<file path="config.mk">
export PLATFORM = sky130hd
export DESIGN_NAME = frame_rx_parser_flat
export DESIGN_NICKNAME = d
export VERILOG_FILES = /design/src/rtl/frame_rx_pkg.sv /design/src/rtl/frame_rx_parser_if.sv /design/src/rtl/frame_rx_crc32.sv /design/src/rtl/frame_rx_parser.sv /design/src/flat_wrapper.sv
export SDC_FILE = /design/constraint.sdc
export NUM_CORES = 1
export LEC_CHECK = 0
export BUFFER_PORTS_ARGS = -buffer_cell sky130_fd_sc_hd__buf_2
export CAP_MARGIN = 25
export CELL_PAD_IN_SITES_DETAIL_PLACEMENT = 0
export CELL_PAD_IN_SITES_GLOBAL_PLACEMENT = 1
export CORE_ASPECT_RATIO = 0.5
export CORE_UTILIZATION = 46
export DETAILED_ROUTE_END_ITERATION = 7
export HOLD_SLACK_MARGIN = 0.1
export PLACE_DENSITY = 0.87
export RECOVER_POWER = 50
export SLEW_MARGIN = 20
export SYNTH_ARGS = -nofsm -noshare
export SYNTH_HDL_FRONTEND = slang
export SYNTH_SLANG_ARGS = --single-unit
export TNS_END_PERCENT = 1
</file>
<file path="constraint.sdc">
create_clock -name clk -period 6.5 [get_ports clk]
set_input_delay 0.65 -clock clk [delete_from_list [all_inputs] [get_ports clk]]
set_output_delay 0.65 -clock clk [all_outputs]
set_load 0.005 [all_outputs]
</file>
<file path="src/rtl/frame_rx_pkg.sv">
// frame_rx_pkg: shared types, constants and helpers for the frame receive parser.
//   frame_rx_state_e : parser FSM states
//   crc32_next       : one-byte update of the reflected CRC32 (poly 0x04C11DB7)
//   sat_inc16        : saturating 16-bit increment for the frame/error counters
package frame_rx_pkg;

    typedef enum logic [1:0] {
        IDLE,
        PREAMBLE,
        DATA,
        DROP
    } frame_rx_state_e;

    localparam logic [7:0]  PREAMBLE_BYTE = 8'h55;
    localparam logic [7:0]  SFD_BYTE      = 8'hD5;
    localparam logic [31:0] CRC_INIT      = 32'hFFFF_FFFF;
    localparam logic [31:0] CRC_RESIDUE   = 32'hDEBB_20E3;
    localparam int          FCS_LEN       = 4;
    // One extra slot so the last payload byte is still held when rx_dv drops.
    localparam int          DLY_LEN       = FCS_LEN + 1;

    // LSB-first CRC32; 0xEDB88320 is the bit-reversed form of 0x04C11DB7.
    function automatic logic [31:0] crc32_next(input logic [31:0] crc, input logic [7:0] data);
        logic [31:0] c;
        c = crc ^ {24'h0, data};
        for (int i = 0; i < 8; i++) begin
            c = c[0] ? ((c >> 1) ^ 32'hEDB8_8320) : (c >> 1);
        end
        return c;
    endfunction

    function automatic logic [15:0] sat_inc16(input logic [15:0] v);
        return (v == 16'hFFFF) ? v : v + 16'd1;
    endfunction

endpackage

</file>
<file path="src/rtl/frame_rx_parser_if.sv">
// frame_rx_parser_if: byte-stream input and parsed-payload output of the parser.
//   rxd/rx_dv           : incoming byte stream (driven by master)
//   out_data/out_valid  : payload byte stream, one byte per cycle, no backpressure
//   out_sop/out_eop     : first/last payload byte of a frame
//   out_err             : frame status, meaningful only with out_eop
//   frame_cnt/err_cnt   : saturating good / errored-or-dropped frame counters
interface frame_rx_parser_if;
    logic [7:0]  rxd;
    logic        rx_dv;
    logic [7:0]  out_data;
    logic        out_valid;
    logic        out_sop;
    logic        out_eop;
    logic        out_err;
    logic [15:0] frame_cnt;
    logic [15:0] err_cnt;

    modport master (
        output rxd, rx_dv,
        input  out_data, out_valid, out_sop, out_eop, out_err, frame_cnt, err_cnt
    );

    modport slave (
        input  rxd, rx_dv,
        output out_data, out_valid, out_sop, out_eop, out_err, frame_cnt, err_cnt
    );
endinterface

</file>
<file path="src/rtl/frame_rx_crc32.sv">
// frame_rx_crc32: registered CRC32 accumulator.
//   clk, rst : clock, synchronous active-high reset
//   clr      : reload CRC_INIT (takes priority over en)
//   en, data : fold one byte into the accumulator
//   crc      : current accumulator value (no final inversion)
module frame_rx_crc32
    import frame_rx_pkg::*;
(
    input  logic        clk,
    input  logic        rst,
    input  logic        clr,
    input  logic        en,
    input  logic [7:0]  data,
    output logic [31:0] crc
);

    always_ff @(posedge clk) begin
        if (rst || clr) begin
            crc <= CRC_INIT;
        end else if (en) begin
            crc <= crc32_next(crc, data);
        end
    end

endmodule

</file>
<file path="src/rtl/frame_rx_parser.sv">
// frame_rx_parser: strips preamble/SFD and FCS from a byte stream, forwards the
// payload with sop/eop markers, and keeps good/error frame counters.
//   clk, rst : clock, synchronous active-high reset
//   bus      : frame_rx_parser_if.slave (rxd/rx_dv in, out_* and counters out)
// Parameters: MAX_LEN (max post-SFD bytes incl. FCS), PRE_MIN (min 0x55 count).
// Build option: define FRAME_RX_CRC_CHECK_EN to check the FCS; without it
// out_err only flags length overflow.
module frame_rx_parser
    import frame_rx_pkg::*;
#(
    parameter int unsigned MAX_LEN = 1518,
    parameter int unsigned PRE_MIN = 1
) (
    input  logic             clk,
    input  logic             rst,
    frame_rx_parser_if.slave bus
);

    localparam logic [15:0] MAX_CNT = 16'(MAX_LEN);
    localparam logic [2:0]  PRE_THR = 3'(PRE_MIN);

    frame_rx_state_e          state;
    logic [2:0]               pre_cnt;
    logic [15:0]              byte_cnt;
    logic [DLY_LEN-1:0][7:0]  dly;       // dly[0] newest, dly[DLY_LEN-1] oldest
    logic [7:0]               out_data_q;
    logic                     out_valid_q, out_sop_q, out_eop_q, out_err_q;
    logic [15:0]              frame_cnt_q, err_cnt_q;
    logic                     held, first_pop, crc_bad;

    // Delay line is full once DLY_LEN bytes are in; the pop at exactly that
    // count is the first payload byte of the frame.
    assign held      = (byte_cnt >= 16'(DLY_LEN));
    assign first_pop = (byte_cnt == 16'(DLY_LEN));

`ifdef FRAME_RX_CRC_CHECK_EN
    logic [31:0] crc;

    // Accumulator is reset while outside DATA, so it starts fresh at the SFD.
    frame_rx_crc32 u_crc (
        .clk  (clk),
        .rst  (rst),
        .clr  (state != DATA),
        .en   ((state == DATA) && bus.rx_dv),
        .data (bus.rxd),
        .crc  (crc)
    );

    assign crc_bad = (crc != CRC_RESIDUE);
`else
    assign crc_bad = 1'b0;
`endif

    always_ff @(posedge clk) begin
        if (rst) begin
            state       <= IDLE;
            pre_cnt     <= '0;
            byte_cnt    <= '0;
            dly         <= '0;
            out_data_q  <= '0;
            out_valid_q <= 1'b0;
            out_sop_q   <= 1'b0;
            out_eop_q   <= 1'b0;
            out_err_q   <= 1'b0;
            frame_cnt_q <= '0;
            err_cnt_q   <= '0;
        end else begin
            out_valid_q <= 1'b0;
            out_sop_q   <= 1'b0;
            out_eop_q   <= 1'b0;
            out_err_q   <= 1'b0;

            case (state)
                IDLE: begin
                    if (bus.rx_dv) begin
                        if (bus.rxd == PREAMBLE_BYTE) begin
                            state   <= PREAMBLE;
                            pre_cnt <= 3'd1;
                        end else begin
                            state     <= DROP;
                            err_cnt_q <= sat_inc16(err_cnt_q);
                        end
                    end
                end

                PREAMBLE: begin
                    if (!bus.rx_dv) begin
                        state     <= IDLE;
                        err_cnt_q <= sat_inc16(err_cnt_q);
                    end else if (bus.rxd == PREAMBLE_BYTE) begin
                        if (pre_cnt != 3'd7) pre_cnt <= pre_cnt + 3'd1;
                    end else if (bus.rxd == SFD_BYTE && pre_cnt >= PRE_THR) begin
                        state    <= DATA;
                        byte_cnt <= '0;
                    end else begin
                        state     <= DROP;
                        err_cnt_q <= sat_inc16(err_cnt_q);
                    end
                end

                DATA: begin
                    if (bus.rx_dv) begin
                        if (byte_cnt == MAX_CNT) begin
                            // Too long: close the frame now with an error.
                            out_valid_q <= 1'b1;
                            out_data_q  <= dly[DLY_LEN-1];
                            out_sop_q   <= first_pop;
                            out_eop_q   <= 1'b1;
                            out_err_q   <= 1'b1;
                            err_cnt_q   <= sat_inc16(err_cnt_q);
                            state       <= DROP;
                        end else begin
                            dly      <= {dly[DLY_LEN-2:0], bus.rxd};
                            byte_cnt <= byte_cnt + 16'd1;
                            if (held) begin
                                out_valid_q <= 1'b1;
                                out_data_q  <= dly[DLY_LEN-1];
                                out_sop_q   <= first_pop;
                            end
                        end
                    end else begin
                        // End of frame: oldest entry is the last payload byte,
                        // the other FCS_LEN entries are the FCS and are dropped.
                        if (held) begin
                            out_valid_q <= 1'b1;
                            out_data_q  <= dly[DLY_LEN-1];
                            out_sop_q   <= first_pop;
                            out_eop_q   <= 1'b1;
                            out_err_q   <= crc_bad;
                            if (crc_bad) err_cnt_q   <= sat_inc16(err_cnt_q);
                            else         frame_cnt_q <= sat_inc16(frame_cnt_q);
                        end else begin
                            err_cnt_q <= sat_inc16(err_cnt_q);
                        end
                        state <= IDLE;
                    end
                end

                DROP: begin
                    if (!bus.rx_dv) state <= IDLE;
                end

                default: state <= IDLE;
            endcase
        end
    end

    assign bus.out_data  = out_data_q;
    assign bus.out_valid = out_valid_q;
    assign bus.out_sop   = out_sop_q;
    assign bus.out_eop   = out_eop_q;
    assign bus.out_err   = out_err_q;
    assign bus.frame_cnt = frame_cnt_q;
    assign bus.err_cnt   = err_cnt_q;

endmodule

</file>
<file path="src/flat_wrapper.sv">
// flat-port wrapper written by rule: the top's interface ports become plain ports
module frame_rx_parser_flat import frame_rx_pkg::*;
#(
    parameter int unsigned MAX_LEN = 1518,
    parameter int unsigned PRE_MIN = 1
)
  (clk, rst, bus_rxd, bus_rx_dv, bus_out_data, bus_out_valid, bus_out_sop, bus_out_eop, bus_out_err, bus_frame_cnt, bus_err_cnt);
  frame_rx_parser_if bus_i ();
  input  logic clk;
  input  logic rst;
  input wire logic [$bits(bus_i.rxd)-1:0] bus_rxd;
  input wire logic [$bits(bus_i.rx_dv)-1:0] bus_rx_dv;
  output wire logic [$bits(bus_i.out_data)-1:0] bus_out_data;
  output wire logic [$bits(bus_i.out_valid)-1:0] bus_out_valid;
  output wire logic [$bits(bus_i.out_sop)-1:0] bus_out_sop;
  output wire logic [$bits(bus_i.out_eop)-1:0] bus_out_eop;
  output wire logic [$bits(bus_i.out_err)-1:0] bus_out_err;
  output wire logic [$bits(bus_i.frame_cnt)-1:0] bus_frame_cnt;
  output wire logic [$bits(bus_i.err_cnt)-1:0] bus_err_cnt;
  assign bus_i.rxd = bus_rxd;
  assign bus_i.rx_dv = bus_rx_dv;
  assign bus_out_data = bus_i.out_data;
  assign bus_out_valid = bus_i.out_valid;
  assign bus_out_sop = bus_i.out_sop;
  assign bus_out_eop = bus_i.out_eop;
  assign bus_out_err = bus_i.out_err;
  assign bus_frame_cnt = bus_i.frame_cnt;
  assign bus_err_cnt = bus_i.err_cnt;
  frame_rx_parser #(.MAX_LEN(MAX_LEN), .PRE_MIN(PRE_MIN)) u_core (.clk(clk), .rst(rst), .bus(bus_i));
endmodule
</file>
==> results_dict.tcl <==
set metrics [dict create \
    status "complete, but fails checks" \
    violations "capacitance limit, slew limit" \
    drive_gt1_share_pct 9.48 \
    synth_top_family_by_area "simple AND/OR/NAND/NOR gates" \
    finalNonFillerCells 726 \
    worstPathRequired_ns 6.73 \
    grt_remaining_overflow 0 \
    rows 25 \
    path_max_fanout 28 \
    p_per_area_nw_per_um2 244 \
    combPwrFrac_pct 3.7 \
    synth.cells.most_frequent "109 x nand2_1, 105 x dfxtp_1, 61 x a21oi_1, 51 x nor2_1, 22 x nand3_1" \
    use_met3_pct 5.41 \
    core_um2 9510 \
    hold_buffers 0 \
    synth_top_cell_area_share_pct 46.5 \
    cts_tree "done" \
    finalNetCount 606 \
    cts_resized 0 \
    startpoint_type "register" \
    yosysSeqAreaShare_pct 46.5 \
    regToRegStartpoint "u_core.byte_cnt[13]" \
    fin_util_pct 54.0 \
    post_cts_buffers 0 \
    vdd_drop_max_v 0.000195 \
    finalSetupViolCount 0 \
    vias 3772 \
    tns_ns 0 \
    die-area_um2 10300 \
    grt_pass1_vias 3296 \
    antenna_found_initial 0 \
    reg2reg_setup_slack_ns 3.20 \
    pwr-share-seq_pct 52.0 \
    die_w_um 142 \
    clock_latency_ns 0.34 \
    pwr-share-clk_pct 44.3 \
    synthAdderAreaFrac_pct 2.49 \
    numCtsBuffers 9 \
    dp_slack_ns 3.44 \
    finClkSkew_ns 0.00974 \
    drtIter0Drc 202 \
    end_kind "register" \
    p_sw_share_pct 22.3 \
    synth_seq_cells 105 \
    wl_per_cell_um 13.0 \
    antennaDiodeCount 0 \
    synth_xor_area_share_pct 4.45 \
    ys_warn_count 0 \
    worst_slew_pin_slew_ns 1.76 \
    setup_ws_ns 3.20 \
    totalPowerFinal_mw 1.25 \
    rsz0062_at_grt "no" \
    clkTransAtPathRegs_ns 0.07 \
    syn_nets 567 \
    cts-root-buf "clkbuf_16" \
    p_leak_nw 1.80 \
    min_from "u_core.dly[1]" \
    dp.cells 710 \
    criticalPathCategory "reg -> reg" \
    worstHoldPathCells 2 \
    synth_edf_count 0 \
    synth_mux_area_share_pct 2.71 \
    gp_congestion 0.853 \
    yosysMostFrequentCell "nand2_1" \
    syn-mean-instance-area_um2 8.27 \
    place_hpwl_mm 6.22 \
    drcViolationCount 0 \
    synth-main-ff-cell "dfxtp_1" \
    hold_viol 0 \
    relSlewSlack_pct -17.7 \
    p_sw_mw 0.280 \
    grt_use_met2_pct 28.1 \
    ys_async_sr_fraction_pct 0 \
    ios 55 \
    whs_endpoint "u_core.dly[9]" \
    area_growth_pct 13.4 \
    htreeDepth 3 \
    cp.arrival_ns 3.53 \
    final_max_slew_viol_count 43 \
    synth.largest_area_cell "dfxtp_1" \
    period_share_pct 50.8 \
    fin_crit_ns 3.30 \
    viasPerCell 5.20 \
    hp-class "reg -> reg" \
    ff2ff_path_depth 6 \
    netlist-cell-type-count 46 \
    grt_pass1_wl_mm 15.9 \
    synth-simple-area-share_pct 26.9 \
    p_int_mw 0.974 \
    synth_area_um2 4520 \
    grt-busiest-layer "met1" \
    ys_top_cells_by_area "dfxtp_1 46%, nand2_1 9.0%, a21oi_1 6.7%" \
    syn_inst 547 \
    clockBufferDepth 2 \
    drv_cap 1 \
    track_usage_pct 19.5 \
    use_met1_pct 28.5 \
    cts_num_sinks 105 \
    wl_mm 9.42 \
    start_util_pct 47.6 \
    ant_nets 0 \
    reg2reg_to "u_core.bus.err_cnt[9]" \
    portBuffers 54 \
    dr.pass1.iters 4 \
    fmaxAchievable_ghz 0.303 \
    die_y_um 72.1 \
    synth-compound-area-share_pct 13.3 \
    grt_max_degree 91 \
]
==> registers in the layout, indices dropped and copies added, names as in the netlist <==
signal / flops
u_core.state: 2
u_core.bus.out_eop: 1
u_core.bus.out_data: 8
u_core.bus.frame_cnt: 16
u_core.bus.out_sop: 1
u_core.pre_cnt: 3
u_core.dly: 40
u_core.bus.out_valid: 1
u_core.bus.err_cnt: 16
u_core.byte_cnt: 16
u_core.bus.out_err: 1
==> how the worst max path moves through the flow <==
stage / cells past startpoint / to / start / slack [ns]
after floorplan: 8 / u_core.bus.err_cnt[1] / bus_rxd[5] / 4.11
after global placement: 7 / u_core.bus.err_cnt[9] / u_core.byte_cnt[13] / 3.50
after detailed placement: 7 / u_core.bus.err_cnt[9] / u_core.byte_cnt[13] / 3.44
after CTS: 7 / u_core.bus.err_cnt[9] / u_core.byte_cnt[6] / 3.43
after global routing: 6 / u_core.bus.err_cnt[9] / u_core.byte_cnt[13] / 2.80
final: 6 / u_core.bus.err_cnt[9] / u_core.byte_cnt[13] / 3.20
==> cells in the final DEF, fill, tap and decap left out, types with 4 or more instances in the layout <==
| cell | netlist | final |
|---|---|---|
| dfxtp_1 | 105 | 105 |
| nand2_1 | 109 | 109 |
| or4_1 | 4 | 4 |
| nor2_1 | 51 | 51 |
| clkbuf_16 | 0 | 9 |
| nor4_1 | 8 | 10 |
| o31ai_1 | 4 | 4 |
| o21ai_0 | 14 | 15 |
| and3_1 | 5 | 5 |
| nand2b_1 | 4 | 4 |
| clkbuf_1 | 20 | 24 |
| a21oi_1 | 61 | 61 |
| nand3_1 | 22 | 22 |
| inv_1 | 11 | 11 |
| mux2i_1 | 10 | 10 |
| xor2_1 | 8 | 8 |
| a2111oi_0 | 4 | 4 |
| nand4_1 | 12 | 12 |
| nor3_1 | 10 | 10 |
| or3_1 | 13 | 13 |
| buf_2 | 10 | 30 |
| ha_1 | 9 | 9 |
| xnor2_1 | 15 | 15 |
==> per-layer routing <==
layer | vias up | share of wire, % | routed length, µm
met5 | - | 0 | 0
met4 | 0 | 0.39 | 37
met3 | 2 | 3.9 | 367
met2 | 65 | 42 | 3920
met1 | 1733 | 54 | 5090
li1 | 1972 | - | -
==> per-stage QoR <==
| stage | instance area [µm²] | hold slack, ns |
|---|---|---|
| 6_report | 5130 | 0.446 |
| 5_1_grt | 5130 | 0.472 |
| 4_1_cts | 5180 | 0.452 |
| 3_5_place_dp | 4870 | 0.444 |
| 3_3_place_gp | 4860 | 0.439 |
| 2_1_floorplan | 4520 | 0.432 |
==> worst max-delay path: stages (launching register included) <==
cell,delay [ns]
dfxtp_1,0.33
nor4_1,0.36
nand4_1,0.25
o21ai_0,0.95
nand4_4,0.54
nor4_1,0.40
mux2_2,0.37
==> logic make-up after synthesis <==
family | count (synthesis)
and+or+nand+nor | 256
DFF | 105
AOI/OAI and AO/OA | 100
buffers and inverters | 42
xor gates and xnor gates | 23
muxes | 12
adders and majority gates | 9
==> power by group through the flow <==
stage                     logic [mW]  clock network, mW  registers, mW
after global placement        0.0463                  0          0.667
final                         0.0459              0.556          0.652
after floorplan               0.0336                  0          0.667
after CTS                     0.0471              0.574          0.652
after global routing          0.0519              0.602          0.653
after detailed placement      0.0470                  0          0.667
==> layout make-up <==
class	count	area [µm²]
Clock buffer	10	239
Clock inverter	6	73.8
Fill cell	956	4380
Inverter	11	41.3
Multi-Input combinational cell	400	2240
Sequential cell	105	2100
Tap cell	135	169
Timing Repair Buffer	59	270
No activity file was read; power rests on OpenSTA's default activity.
